$ cat src/rtl/vga_pkg.sv
// Shared timing constants, colour width and snapshot FSM encoding for the VGA scan controller.
package vga_pkg;

   localparam int H_VISIBLE = 640;
   localparam int H_FRONT   = 16;
   localparam int H_SYNC    = 96;
   localparam int H_BACK    = 48;
   localparam int H_TOTAL   = H_VISIBLE + H_FRONT + H_SYNC + H_BACK;

   localparam int V_VISIBLE = 480;
   localparam int V_FRONT   = 10;
   localparam int V_SYNC    = 2;
   localparam int V_BACK    = 33;
   localparam int V_TOTAL   = V_VISIBLE + V_FRONT + V_SYNC + V_BACK;

   localparam int COORD_W = 11;
   localparam int COLOR_W = 3;

   typedef enum logic {
      SNAP_IDLE = 1'b0,
      SNAP_REQ  = 1'b1
   } snap_state_e;

   function automatic logic in_window(input logic [COORD_W-1:0] v, input int lo, input int hi);
      return (int'(v) >= lo) && (int'(v) <= hi);
   endfunction

endpackage

$ cat src/rtl/vga_axis_counter.sv
// One scan axis: wrapping position counter plus visible-region and sync-window decode.
module vga_axis_counter
   import vga_pkg::*;
#(
   parameter int VISIBLE = 640,
   parameter int FRONT   = 16,
   parameter int SYNC    = 96,
   parameter int BACK    = 48
) (
   input  logic               clk,
   input  logic               rst,
   input  logic               en,
   output logic [COORD_W-1:0] count,
   output logic               wrap,
   output logic               visible,
   output logic               in_sync
);

   localparam int TOTAL = VISIBLE + FRONT + SYNC + BACK;
   localparam logic [COORD_W-1:0] LAST = COORD_W'(TOTAL - 1);

   logic at_last;

   assign at_last = (count == LAST);
   assign wrap    = en && at_last;
   assign visible = (count < COORD_W'(VISIBLE));
   assign in_sync = in_window(count, VISIBLE + FRONT, VISIBLE + FRONT + SYNC - 1);

   // Position counter, advances only when enabled.
   always_ff @(posedge clk or posedge rst) begin
      if (rst) begin
         count <= '0;
      end else if (en) begin
         if (at_last) begin
            count <= '0;
         end else begin
            count <= count + COORD_W'(1);
         end
      end
   end

endmodule

$ cat src/rtl/vga_scan_controller.sv
// VGA scan controller: pixel divider, H/V scan, aligned colour/sync pipeline and
// per-frame snapshot handshake. Optional build macro VGA_BORDER_EN forces a white border.
module vga_scan_controller #(
   parameter int CLK_DIV   = 2,
   parameter int H_VISIBLE = vga_pkg::H_VISIBLE,
   parameter int H_FRONT   = vga_pkg::H_FRONT,
   parameter int H_SYNC    = vga_pkg::H_SYNC,
   parameter int H_BACK    = vga_pkg::H_BACK,
   parameter int V_VISIBLE = vga_pkg::V_VISIBLE,
   parameter int V_FRONT   = vga_pkg::V_FRONT,
   parameter int V_SYNC    = vga_pkg::V_SYNC,
   parameter int V_BACK    = vga_pkg::V_BACK
) (
   input  logic                        clk,
   input  logic                        rst,
   output logic [vga_pkg::COORD_W-1:0] x,
   output logic [vga_pkg::COORD_W-1:0] y,
   output logic                        pixelTick,
   input  logic [vga_pkg::COLOR_W-1:0] rIn,
   input  logic [vga_pkg::COLOR_W-1:0] gIn,
   input  logic [vga_pkg::COLOR_W-1:0] bIn,
   output logic [vga_pkg::COLOR_W-1:0] r,
   output logic [vga_pkg::COLOR_W-1:0] g,
   output logic [vga_pkg::COLOR_W-1:0] b,
   output logic                        hs,
   output logic                        vs,
   output logic                        snapReq,
   input  logic                        snapAck,
   output logic                        snapOverrun
);
   import vga_pkg::*;

   localparam int DIV_W = (CLK_DIV > 1) ? $clog2(CLK_DIV) : 1;
   localparam logic [DIV_W-1:0] DIV_LAST = DIV_W'(CLK_DIV - 1);

   logic [DIV_W-1:0]   div;
   logic [DIV_W-1:0]   div_next;
   logic               h_wrap;
   logic               v_wrap;
   logic               h_vis;
   logic               v_vis;
   logic               h_sync;
   logic               v_sync;
   logic               pix_visible;
   logic               vblank_start;
   logic [COLOR_W-1:0] r_next;
   logic [COLOR_W-1:0] g_next;
   logic [COLOR_W-1:0] b_next;
   snap_state_e        state;
   snap_state_e        state_next;
   logic               overrun_next;
`ifdef VGA_BORDER_EN
   logic               pix_border;
`endif

   // Divider next value; pixelTick is registered so it is clean and low in reset.
   always_comb begin
      if (div == DIV_LAST) begin
         div_next = '0;
      end else begin
         div_next = div + DIV_W'(1);
      end
   end

   // Pixel clock divider.
   always_ff @(posedge clk or posedge rst) begin
      if (rst) begin
         div       <= '0;
         pixelTick <= 1'b0;
      end else begin
         div       <= div_next;
         pixelTick <= (div_next == DIV_LAST);
      end
   end

   vga_axis_counter #(
      .VISIBLE (H_VISIBLE),
      .FRONT   (H_FRONT),
      .SYNC    (H_SYNC),
      .BACK    (H_BACK)
   ) u_h_axis (
      .clk     (clk),
      .rst     (rst),
      .en      (pixelTick),
      .count   (x),
      .wrap    (h_wrap),
      .visible (h_vis),
      .in_sync (h_sync)
   );

   vga_axis_counter #(
      .VISIBLE (V_VISIBLE),
      .FRONT   (V_FRONT),
      .SYNC    (V_SYNC),
      .BACK    (V_BACK)
   ) u_v_axis (
      .clk     (clk),
      .rst     (rst),
      .en      (h_wrap),
      .count   (y),
      .wrap    (v_wrap),
      .visible (v_vis),
      .in_sync (v_sync)
   );

   assign pix_visible  = h_vis && v_vis;
   assign vblank_start = pixelTick && (x == '0) && (y == COORD_W'(V_VISIBLE));
`ifdef VGA_BORDER_EN
   assign pix_border = (x == '0) || (x == COORD_W'(H_VISIBLE - 1)) ||
                       (y == '0) || (y == COORD_W'(V_VISIBLE - 1));
`endif

   // Colour for the pixel currently addressed; blanked outside the visible area.
   always_comb begin
      r_next = '0;
      g_next = '0;
      b_next = '0;
      if (pix_visible) begin
`ifdef VGA_BORDER_EN
         if (pix_border) begin
            r_next = {COLOR_W{1'b1}};
            g_next = {COLOR_W{1'b1}};
            b_next = {COLOR_W{1'b1}};
         end else begin
            r_next = rIn;
            g_next = gIn;
            b_next = bIn;
         end
`else
         r_next = rIn;
         g_next = gIn;
         b_next = bIn;
`endif
      end else begin
         r_next = '0;
         g_next = '0;
         b_next = '0;
      end
   end

   // Colour and sync share one pipeline stage so they reach the DAC aligned.
   always_ff @(posedge clk or posedge rst) begin
      if (rst) begin
         r  <= '0;
         g  <= '0;
         b  <= '0;
         hs <= 1'b1;
         vs <= 1'b1;
      end else if (pixelTick) begin
         r  <= r_next;
         g  <= g_next;
         b  <= b_next;
         hs <= !h_sync;
         vs <= !v_sync;
      end
   end

   // Snapshot FSM state and sticky overrun flag.
   always_ff @(posedge clk or posedge rst) begin
      if (rst) begin
         state       <= SNAP_IDLE;
         snapOverrun <= 1'b0;
      end else begin
         state       <= state_next;
         snapOverrun <= overrun_next;
      end
   end

   // Snapshot next state: an ack in REQ wins over a coinciding vblank start.
   always_comb begin
      state_next   = state;
      overrun_next = snapOverrun;
      case (state)
         SNAP_IDLE: begin
            if (vblank_start) begin
               state_next = SNAP_REQ;
            end else begin
               state_next = SNAP_IDLE;
            end
         end
         SNAP_REQ: begin
            if (snapAck) begin
               state_next = SNAP_IDLE;
            end else if (vblank_start) begin
               overrun_next = 1'b1;
            end else begin
               state_next = SNAP_REQ;
            end
         end
         default: begin
            state_next = SNAP_IDLE;
         end
      endcase
   end

   assign snapReq = (state == SNAP_REQ);

endmodule

$ cat config.mk
export PLATFORM = sky130hd
export DESIGN_NAME = vga_scan_controller
export DESIGN_NICKNAME = d
export VERILOG_FILES = /design/src/rtl/vga_pkg.sv /design/src/rtl/vga_axis_counter.sv /design/src/rtl/vga_scan_controller.sv
export SDC_FILE = /design/constraint.sdc
export NUM_CORES = 1
export LEC_CHECK = 0
export CAP_MARGIN = 10
export CORE_ASPECT_RATIO = 0.6
export CORE_MARGIN = 2
export CORE_UTILIZATION = 47
export DETAILED_ROUTE_END_ITERATION = 8
export PLACE_DENSITY = 0.78
export SETUP_SLACK_MARGIN = 0.02
export SYNTH_ARGS = -nofsm -noshare
export SYNTH_HDL_FRONTEND = slang
export SYNTH_SLANG_ARGS = --single-unit
$ cat constraint.sdc
create_clock -name clk -period 2.3 [get_ports clk]
set_input_delay 0.345 -clock clk [delete_from_list [all_inputs] [get_ports clk]]
set_output_delay 0.345 -clock clk [all_outputs]
set_load 0.005 [all_outputs]
==> metrics.txt <==
Post-synth EDFFs 0; dominant cell type by area after synthesis dfrtp_1; R2R Setup Slk 0.27 ns; die area 0.00426 mm2; Final Hold Fails 0; input/output buffers 47; synthesized area per cell 10.8 um2; critical path startpoint category flip-flop; # diodes 0; actual slew at the worst max-slew pin between 0.4 and 0.5 ns; Seq/Total Area, Yosys between 50% and 60%; top-area cell type share of the netlist area 48.4%; global-route wire length before repair 6710 um; Cell variety after synth 38; # rows 17; grt total ovfl 0; core footprint approximately 0.0036 mm2; minimum clock period 2.03 ns; Starting Density 48.6%; Hold WC Path Type primary input to async pin; gp weighted congestion approximately 0.82; vias in the first global route about 1.3k; largest cells by area after synthesis dfrtp_1 (48%), xor2_1 (5.5%), a22o_1 (4.5%), nor4_4 (3.6%), dfstp_2 (3.0%); post-route ant nets 0; Post-synth ARST share between 90% and 100%; initial antenna violation count 0; #FFs+latches synth 36; MaxCap Viol Count 0; total number of vias 1,447; total CTS buffers 5; post_cts resized 0; Critical Path Fanout Max 11; critical path class flip-flop to flip-flop; final worst slack 0.266 ns; status completed; setup repair bufs after CTS 0; H-tree depth 2; clk buf depth 2; syn nets 178; Cell Area, Synth 0.00176 mm2; maximum number of pins on one net before global-route repair 37; # DRC 0; Most used DFF post-synth dfrtp_1; Layout Skew 0.00482 ns; global-route usage over all layers 20.3%; clk_lat worst skew 0.28 ns; Yosys warnings 0; Slew HR between 60% and 70%; cells after synthesis roughly 160; First-pass DRT Iterations 5; Wirelength per Cell 16.3 um; setup violators final 0; static leakage between 1 and 1.5 nW; Max Freq around 490 MHz; WHS around 0.47 ns; height of the die 51.4 um; hpwl dp 3020 um; Via density 5.61; Worst-path clk slew 0.07 ns; commonest cells in the synthesized netlist dfrtp_1 (34), nand2_1 (13), inv_1 (11), nor2_1 (11), xor2_1 (11); share of cells above drive strength 1 approximately 7.6%; DP Worst Slack 0.288 ns; CTS tree done; Tcrit/Tclk final 88.4%; CTS Hold Bufs 0; setup TNS 0 ns; CTS Sinks 36; Layout area overhead 33.3%; CP required between 2 and 3 ns; fin nets 226; Power Density 496 mW/mm2; Initial DRC Count 114; VDD IR-drop max 0.403 mV; max-slew violations 0; clock root buffer clkbuf_8; crit path capture type flip-flop; final WL 4210 um; most common cell in the netlist dfrtp_1; RSZ-0062 raised after global routing no; boundary pin count 48; Arr. time, crit path 2.24 ns; Die W 82.9 um
==> final cells by class <==
type                    count  area (um2)
multi-input cells         107         763
flip-flops and latches     36         903
inverters                  11        41.3
well taps                  47        58.8
clock buffers               8        90.1
fillers                   275        1270
repair buffers             49         485
==> registers in the layout, indices dropped and copies added (netlist names) <==
| register | cells |
|---|---|
| snapReq | 1 |
| u_h_axis.count | 11 |
| hs | 1 |
| b | 3 |
| u_v_axis.count | 11 |
| snapOverrun | 1 |
| vs | 1 |
| r | 3 |
| div | 1 |
| g | 3 |
==> final timing paths <==
check / from / endpoint / cells past startpoint
worst max-delay path: u_h_axis.count[0]$_DFFE_PP0P_ / u_v_axis.count[10]$_DFFE_PP0P_ / 5
worst min-delay path: rst / u_h_axis.count[9]$_DFFE_PP0P_ / 3
worst max register to register: u_h_axis.count[0]$_DFFE_PP0P_ / u_v_axis.count[10]$_DFFE_PP0P_ / 5
worst min register to register: snapOverrun$_DFFE_PP0P_ / snapOverrun$_DFFE_PP0P_ / 1
max in group asynchronous: rst / vs$_DFFE_PP1P_ / 3
min in group clk: snapOverrun$_DFFE_PP0P_ / snapOverrun$_DFFE_PP0P_ / 1
==> cell usage in the layout (no fill, tap or decap), drive strengths merged, types with 6 or more instances in the layout <==
cell type and count:
clkdlybuf4s50 47, dfrtp 34, nand2 13, xor2 11, nor2 11, inv 11
nand3 10, a22o 9, clkbuf 8, o21ai 6
==> power by group <==
group | internal, mW | leakage [nW] | switching, mW | total [mW]
combinational | 0.0358 | 0.553 | 0.0215 | 0.0573
sequential | 0.641 | 0.461 | 0.00493 | 0.646
clock | 0.244 | 0.0455 | 0.215 | 0.459
total | 0.921 | 1.06 | 0.241 | 1.16
==> per-stage QoR <==
step / util (%) / area (um2) / cells / power (mW)
global route: 64.8 / 2340 / 258 / 1.20
CTS: 64.8 / 2340 / 258 / 1.17
global placement: 62.3 / 2250 / 250 / 0.714
finish: 64.8 / 2340 / 258 / 1.16
floorplan: - / 1760 / 162 / 0.674
detailed placement: 62.3 / 2250 / 250 / 0.716
==> logic make-up (layout without fill, tap and decap cells) <==
kind of cell | count (synthesis) | after routing | share of synthesized area [%]
simple gates | 62 | 62 | 21.8
flops | 36 | 36 | 51.4
compound gates | 24 | 24 | 10.1
buf+inv | 19 | 68 | 5.13
xor+xnor | 15 | 15 | 7.48
fa+ha+maj | 4 | 4 | 2.85
mux | 2 | 2 | 1.21
==> routing by layer <==
layer  track usage, %  part of all wire (%)
met5                0                     0
met4             6.01                  0.47
met3             5.82                   6.4
met2             28.8                    45
met1             30.2                    48
==> critical path, cell delays in order, from the launching register on <==
cell and delay [ns]:
dfrtp_1 0.44, ha_1 0.23, and4_1 0.35, nand4_2 0.37, nor4_4 0.40, xor2_1 0.18
No activity file was read; power rests on OpenSTA's default activity.
